--- src/rtl/regfile_pkg.sv ---
// rtl/regfile_pkg.sv - shared types and constants for the parametrised register file
package regfile_pkg;

   typedef enum logic {
      S_INIT,
      S_RUN
   } rf_state_t;

   localparam logic [63:0] ZERO_WORD = 64'h0;

   function automatic int depth_of(input int addr_w);
      return 1 << addr_w;
   endfunction

endpackage

--- src/rtl/regfile_rdport.sv ---
// rtl/regfile_rdport.sv - one read port: address/enable mux, zero-entry gating, bypass, optional output register
module regfile_rdport
   import regfile_pkg::*;
#(
   parameter int DATA_W    = 8,
   parameter int ADDR_W    = 2,
   parameter int READ_LAT  = 1,
   parameter int ZERO_REG0 = 0
) (
   input  logic              clk,
   input  logic              rst,
   input  logic              busy,
   input  logic              re,
   input  logic [ADDR_W-1:0] ra,
   input  logic [DATA_W-1:0] mem [2**ADDR_W],
   input  logic              wr_acc,
   input  logic [ADDR_W-1:0] wa,
   input  logic [DATA_W-1:0] wd,
   output logic [DATA_W-1:0] rdata
);

   logic              zero_hit;
   logic [DATA_W-1:0] comb_data;
   logic [DATA_W-1:0] rdata_d;
   logic [DATA_W-1:0] rdata_q;

   always_comb begin
      zero_hit  = (ZERO_REG0 != 0) && (ra == '0);
      comb_data = (re && !zero_hit) ? mem[ra] : ZERO_WORD[DATA_W-1:0];
      if (busy || !re || zero_hit) begin
         rdata_d = ZERO_WORD[DATA_W-1:0];
      end else if (wr_acc && (wa == ra)) begin
         rdata_d = wd;
      end else begin
         rdata_d = mem[ra];
      end
   end

   always_ff @(posedge clk) begin
      if (rst) begin
         rdata_q <= ZERO_WORD[DATA_W-1:0];
      end else begin
         rdata_q <= rdata_d;
      end
   end

   // The register exists in both modes; with READ_LAT=0 it is simply unused downstream.
   assign rdata = (READ_LAT == 0) ? comb_data : rdata_q;

endmodule

--- src/rtl/regfile_param.sv ---
// rtl/regfile_param.sv - parametrised two-read-port register file with hardware clear sequencer
module regfile_param
   import regfile_pkg::*;
#(
   parameter int DATA_W    = 8,
   parameter int ADDR_W    = 2,
   parameter int READ_LAT  = 1,
   parameter int ZERO_REG0 = 0
) (
   input  logic              clk,
   input  logic              rst,
   input  logic              clr,
   input  logic [DATA_W-1:0] D,
   input  logic [ADDR_W-1:0] WA,
   input  logic              WE,
   input  logic [ADDR_W-1:0] RAA,
   input  logic [ADDR_W-1:0] RBA,
   input  logic              RAE,
   input  logic              RBE,
   output logic [DATA_W-1:0] portA,
   output logic [DATA_W-1:0] portB,
   output logic              busy,
   output logic              wr_err
);

   localparam int DEPTH = depth_of(ADDR_W);

   logic [DATA_W-1:0] mem_q [DEPTH];
   logic [DATA_W-1:0] mem_d [DEPTH];
   rf_state_t         state_q, state_d;
   logic [ADDR_W-1:0] cnt_q, cnt_d;
   logic              busy_q, busy_d;
   logic              wr_err_q, wr_err_d;
   logic              wr_acc;

   always_comb begin
      state_d  = state_q;
      cnt_d    = cnt_q;
      mem_d    = mem_q;
      wr_err_d = 1'b0;
      wr_acc   = 1'b0;
      case (state_q)
         S_INIT: begin
            mem_d[cnt_q] = ZERO_WORD[DATA_W-1:0];
            cnt_d        = cnt_q + ADDR_W'(1);
            wr_err_d     = WE;
            if (cnt_q == ADDR_W'(DEPTH - 1)) begin
               state_d = S_RUN;
            end
         end
         S_RUN: begin
            // clr wins over a same-cycle write, which is dropped without flagging.
            if (clr) begin
               state_d = S_INIT;
               cnt_d   = '0;
            end else if (WE && !((ZERO_REG0 != 0) && (WA == '0))) begin
               wr_acc    = 1'b1;
               mem_d[WA] = D;
            end
         end
         default: begin
            state_d = S_INIT;
            cnt_d   = '0;
         end
      endcase
      busy_d = (state_d == S_INIT);
   end

   always_ff @(posedge clk) begin
      if (rst) begin
         state_q  <= S_INIT;
         cnt_q    <= '0;
         busy_q   <= 1'b1;
         wr_err_q <= 1'b0;
      end else begin
         state_q  <= state_d;
         cnt_q    <= cnt_d;
         busy_q   <= busy_d;
         wr_err_q <= wr_err_d;
         mem_q    <= mem_d;
      end
   end

   regfile_rdport #(
      .DATA_W   (DATA_W),
      .ADDR_W   (ADDR_W),
      .READ_LAT (READ_LAT),
      .ZERO_REG0(ZERO_REG0)
   ) u_rd_a (
      .clk   (clk),
      .rst   (rst),
      .busy  (busy_q),
      .re    (RAE),
      .ra    (RAA),
      .mem   (mem_q),
      .wr_acc(wr_acc),
      .wa    (WA),
      .wd    (D),
      .rdata (portA)
   );

   regfile_rdport #(
      .DATA_W   (DATA_W),
      .ADDR_W   (ADDR_W),
      .READ_LAT (READ_LAT),
      .ZERO_REG0(ZERO_REG0)
   ) u_rd_b (
      .clk   (clk),
      .rst   (rst),
      .busy  (busy_q),
      .re    (RBE),
      .ra    (RBA),
      .mem   (mem_q),
      .wr_acc(wr_acc),
      .wa    (WA),
      .wd    (D),
      .rdata (portB)
   );

   assign busy   = busy_q;
   assign wr_err = wr_err_q;

endmodule

--- config.mk ---
export PLATFORM = sky130hd
export DESIGN_NAME = regfile_param
export DESIGN_NICKNAME = d
export VERILOG_FILES = /design/src/rtl/regfile_pkg.sv /design/src/rtl/regfile_rdport.sv /design/src/rtl/regfile_param.sv
export SDC_FILE = /design/constraint.sdc
export NUM_CORES = 1
export LEC_CHECK = 0
export ABC_AREA = 1
export BUFFER_PORTS_ARGS = -buffer_cell sky130_fd_sc_hd__buf_2
export CAP_MARGIN = 20
export CORE_MARGIN = 5
export CORE_UTILIZATION = 45
export CTS_CLUSTER_DIAMETER = 60
export DETAILED_ROUTE_END_ITERATION = 8
export GPL_ROUTABILITY_DRIVEN = 0
export PLACE_DENSITY = 0.65
export SLEW_MARGIN = 20
export SYNTH_ARGS = -nofsm -noshare
export SYNTH_HDL_FRONTEND = slang
export SYNTH_HIERARCHICAL = 1
export SYNTH_SLANG_ARGS = --single-unit
--- constraint.sdc ---
create_clock -name clk -period 2.85 [get_ports clk]
set_clock_uncertainty 0.2 [all_clocks]
set_input_delay 0.285 -clock clk [delete_from_list [all_inputs] [get_ports clk]]
set_output_delay 0.285 -clock clk [all_outputs]
set_load 0.02 [all_outputs]
Word-level counts from Yosys, hierarchy flattened
Index checks and enable logic that the tools add are counted.
{"block": "op_classes", "n_addsub": 1, "n_lt_le_gt_ge": 6, "eq_ne": 6, "n_mux": 24, "bitwise": 9, "reduce_logical": 12}
{"cell": "$mux 32", "count": 2}
{"cell": "$mux 8", "count": 8}
{"cell": "$pmux 32 s2", "count": 1}
{"cell": "$and 32x32->32", "count": 1}
{"cell": "$bmux 8 s2", "count": 2}
{"cell": "$bwmux 32", "count": 1}
{"cell": "$demux 8 s2", "count": 2}
{"cell": "$not 32->32", "count": 1}
{"cell": "$ge 3x3->1 const B", "count": 4}
{"cell": "$not 2->3", "count": 4}
{"cell": "$lt 3x1->1 const B", "count": 2}
{"cell": "$ne 2x2->1 const B", "count": 3}
{"cell": "$reduce_or 2->1", "count": 3}
{"cell": "$mux 1", "count": 5}
{"cell": "$eq 2x2->1", "count": 2}
{"cell": "$logic_and 1x1->1", "count": 4}
{"cell": "$pmux 2 s2", "count": 1}
{"cell": "$not 1->1", "count": 3}
{"cell": "$reduce_and 3->1", "count": 1}
{"cell": "$add 2x1->2 const B", "count": 1}
{"cell": "$eq 2x2->1 const B", "count": 1}
{"cell": "$logic_not 1->1", "count": 2}
{"cell": "$logic_or 1x1->1", "count": 2}
{"cell": "$mux 2", "count": 1}
{"cell": "$pmux 1 s2", "count": 1}
{"block": "totals", "regBits": 53, "in_bits": 20, "output_inout_bits": 18, "elab_cells": 68}

Depth between registers and ports, before layout
{"block": "logic_depth", "word_depth": 9, "mapped_depth": 9, "mapped_depth_nobuf": 8}

Modules after synthesis
Netlist, hierarchy kept.
{"module": "regfile_param", "instances": 1, "cells_per_inst": 153, "area_per_inst_um2": 1612.8}
{"module": "regfile_rdport at u_rd_b", "instances": 1, "cells_per_inst": 136, "area_per_inst_um2": 794.5}
{"module": "regfile_rdport at u_rd_a", "instances": 1, "cells_per_inst": 134, "area_per_inst_um2": 784.5}

Least setup slack after synthesis
OpenSTA, ideal clock, no wires.
{"block": "synth_timing", "path_kind": "register to register", "start": "register state_q", "end": "register u_rd_b.rdata_q[1] (netlist: u_rd_b/rdata[1])", "setup_time_ns": 0.116, "t_arrival_ns": 1.698, "t_required_ns": 2.534, "setup_slack_ns": 0.836, "stages_incl_launch_ff": 8, "n_path_buf": 1, "synth_period_minus_slack_ns": 2.014, "cell_sequence": "dfxtp_1 -> buf_4 -> inv_1 -> nor3_1 -> a21boi_0 -> nand3_2 -> nand2_1 -> a21oi_1"}
{"block": "synth_between", "elab_chain_cells": 3}
{"element": "start, declared", "line": "regfile_param.sv:30", "text": "rf_state_t state_q, state_d;"}
{"element": "start signal, assigned", "line": "regfile_param.sv:76", "text": "state_q <= state_d;"}
{"element": "$mux 1", "line": "regfile_param.sv:42", "text": "case (state_q)"}
{"element": "via wr_acc", "line": "regfile_param.sv:34", "text": "logic wr_acc;"}
{"element": "$logic_and 1x1->1", "line": "regfile_rdport.sv:32", "text": "end else if (wr_acc && (wa == ra)) begin"}
{"element": "$mux 8", "line": "regfile_rdport.sv:32"}
{"element": "end signal, assigned", "line": "regfile_rdport.sv:41", "text": "rdata_q <= ZERO_WORD[DATA_W-1:0];"}
{"element": "end signal, assigned", "line": "regfile_rdport.sv:43", "text": "rdata_q <= rdata_d;"}
{"element": "end, declared", "line": "regfile_rdport.sv:25", "text": "logic [DATA_W-1:0] rdata_q;"}
The timed path passes the listed nets, and every way through them passes these cells.
A chain may end at the register's enable or synchronous reset.

Final worst setup path
{"block": "layout_timing", "start": "input rst", "end": "register mem_q[1] (netlist name), enable pin"}
{"block": "layout_between", "elab_chain_cells": 2}
{"element": "start, declared", "line": "regfile_param.sv:11", "text": "input logic rst,"}
{"element": "$not 1->1 (no source line)"}
{"element": "$reduce_and 3->1 (no source line)"}
{"element": "end signal, assigned", "line": "regfile_param.sv:80", "text": "mem_q <= mem_d;"}
{"element": "end, declared", "line": "regfile_param.sv:28", "text": "logic [DATA_W-1:0] mem_q [DEPTH];"}
No other way between the ends.

==> flow_summary.yaml <==
clock_network:
  cts_tree: "built"
  ctsLongestPathBuffers: 2
  post_cts_buffers: 0
  htree_levels: 2
  clk_latency_ps: 310
  numClockSinks: 53
  cts_buffers: 5
  root_buffer: "clkbuf_8"
  ctsResizeCount: 0
  clk_pin_slew_ps: 100
outcome:
  status: "finished, final reports clean"
floorplanning:
  io_pins: 38
  start_util: 0.4672
  die-area_um2: 8877
  rows: 30
  core_area_um2: 6832
  die_h_um: 94.22
  die_w_um: 94.22
power_and_ir_drop:
  peakVddDrop_v: 0.0002459
  power-per-cell-area_nw_per_um2: 621.2
  p_leak_nw: 1.687
finish:
  final_nets: 484
  fillers: 692
  n_antenna_cell: 0
  instances_no_fill: 557
  area_delta_synth_final_pct: 10.43
  drive_above_1_share: 0.1714
routing:
  dr_total_vias: 2736
  drt_drc_violations_left: 0
  ant_nets: 0
  wl_per_cell_um: 13.79
  firstDrtPassIters: 5
  drt_iter0_drc: 155
  vias_per_cell: 4.912
  wirelength_um: 7681
worst_setup_path:
  crit_path_end_kind: "flip-flop"
  required_ps: 2600
  path_max_fanout: 8
  startpoint: "rst"
  path_class: "in2reg"
  arrival_ps: 1800
  r2r_start: "state_q$_SDFF_PP0_"
  r2r_cells: 7
  cp-start-kind: "input port"
sta:
  slew_headroom: 0.4042
  fin_ws_ps: 801.7
  setup_violations: 0
  hold_viol_final: 0
  post-route-min-period_ps: 2048
  rsz0062_at_grt: "false"
  final.setup.tns_ps: 0
  max_freq_ghz: 0.4882
  slew_viol_final: 0
  post-route-period-util: 0.7187
  worst_pin_slew_ps: 886.8
yosys:
  avgSynthCellArea_um2: 7.546
  synthCells: 423
  ys_warn_count: 6
  synth_area_um2: 3192
  synth_cell_type_count: 26
  synth_fp_nets: 447
  ys_seq_elements: 53
  synth-seq-area-share: 0.4328
grt:
  grt_pass1_wl_um: 12610
  overflow: 0
  gr-usage-all-layers: 0.1838
  antenna_found_initial: 0
  grt_max_degree: 19
  grt_pass1_vias: 2501
placed_design:
  dpl.hpwl_um: 5957
  dpl.cell_count: 548
  dp_slack_ps: 875.8
  io_buffers: 37
worst_hold_path:
  hp-start: "WE"
  holdCritPathClass: "in2reg"
  min_path_cells: 3
flow_run:
  maxCapViolCount: 0
## area by class of cell
class / instances / area, um^2 / share of cell area
Multi-Input combinational cell: 297 / 1433 / 0.4065
Clock inverter: 2 / 38.79 / 0.01100
Timing Repair Buffer: 40 / 210.2 / 0.05964
Clock buffer: 6 / 72.57 / 0.02059
Tap cell: 96 / 120.1 / 0.03408
Sequential cell: 53 / 1381 / 0.3919
Inverter: 63 / 269.0 / 0.07632
## layer usage
layer / global-route usage / up-vias / wire length [um]
li1: - / 1403 / -
met1: 0.2493 / 1252 / 3599
met2: 0.3032 / 75 / 3654
met3: 0.02885 / 6 / 347
met4: 0.05054 / 0 / 79
met5: 0 / - / 0
## state kept, by name, summed over array words and instances (netlist names)
signal / cells
u_rd_b/rdata: 8
mem_q: 32
cnt_q: 2
u_rd_a/rdata: 8
state_q: 1
busy: 1
wr_err: 1
## where the power goes
part / total, mW / switching [mW] / internal (mW) / leakage (nW)
combinational: 0.549 / 0.359 / 0.191 / 1.14
sequential: 1.11 / 0.121 / 0.992 / 0.490
clock: 0.527 / 0.261 / 0.266 / 0.0558
## metrics by stage
step | total power [mW] | hold slack [ps] | cell area [um^2] | util
finish | 2.190 | 35.55 | 3525 | 0.5159
global route | 2.339 | 30.40 | 3525 | 0.5159
CTS | 2.200 | 29.25 | 3525 | 0.5159
detailed placement | 1.674 | 323.2 | 3403 | 0.4982
global placement | 1.655 | 319.1 | 3403 | 0.4982
floorplan | 1.508 | 154.1 | 3192 | -
## path summary, 6_finish.rpt
path | endpoint | slack, ps
worst max-delay path | mem_q[1]$_DFFE_PP_ | 800
worst min-delay path | wr_err$_SDFF_PP0_ | 40
worst max register to register | u_rd_b/rdata[5]$_SDFF_PP0_ | 850
worst min register to register | cnt_q[1]$_SDFFE_PP0P_ | 340
## cells in the mapped netlist (all sizes together)
cell | instances | area share
xor2 | 1 | 0.0027
inv | 63 | 0.084
nor3 | 4 | 0.0063
nand2 | 155 | 0.20
dfxtp | 21 | 0.13
edfxtp | 32 | 0.30
a21boi | 2 | 0.0047
nor2 | 43 | 0.069
o21ai | 50 | 0.078
nand3 | 27 | 0.052
a21oi | 11 | 0.017
ha | 4 | 0.016
buf | 10 | 0.034
## cell families (layout without fill, tap and decap cells)
| kind of cell | Yosys count | count (layout) | share of synthesized area |
|---|---|---|---|
| DFF | 53 | 53 | 0.4328 |
| AOI/OAI and AO/OA | 63 | 63 | 0.1004 |
| buffers and inverters | 73 | 111 | 0.1184 |
| and+or+nand+nor | 229 | 229 | 0.3301 |
| xor gates and xnor gates | 1 | 1 | 0.002745 |
| adders and majority gates | 4 | 4 | 0.01568 |
## cells in the final DEF (no fill, tap or decap)
cell,instances
clkbuf_8,5
xor2_1,1
o21ai_1,29
dlygate4sd3_1,1
inv_1,54
nor2_8,2
inv_2,3
nor2_1,35
nand2_1,142
buf_2,37
inv_8,3
nor3_1,4
nor2_2,4
inv_6,2
inv_4,2
bufinv_16,1
nand3_1,24
dfxtp_1,21
nand3_2,1
nand3_4,2
a21oi_1,11
nor2_4,2
nand2_4,7
ha_1,4
nand2_2,6
a21boi_0,2
o21ai_0,21
buf_4,2
edfxtp_1,32
clkbuf_1,1
## timing repair
| action | CTS | global route |
|---|---|---|
| hold buffers | 1 | 0 |
| hold endpoints to repair | 2 | 0 |
| setup endpoints to repair | 0 | 0 |
## worst max-delay path: stages
cell           delay, ps
dlygate4sd3_1        540
buf_2                150
inv_1                 70
nand3_1              130
nor2_1               610
Power figures use the tool's default switching activity.
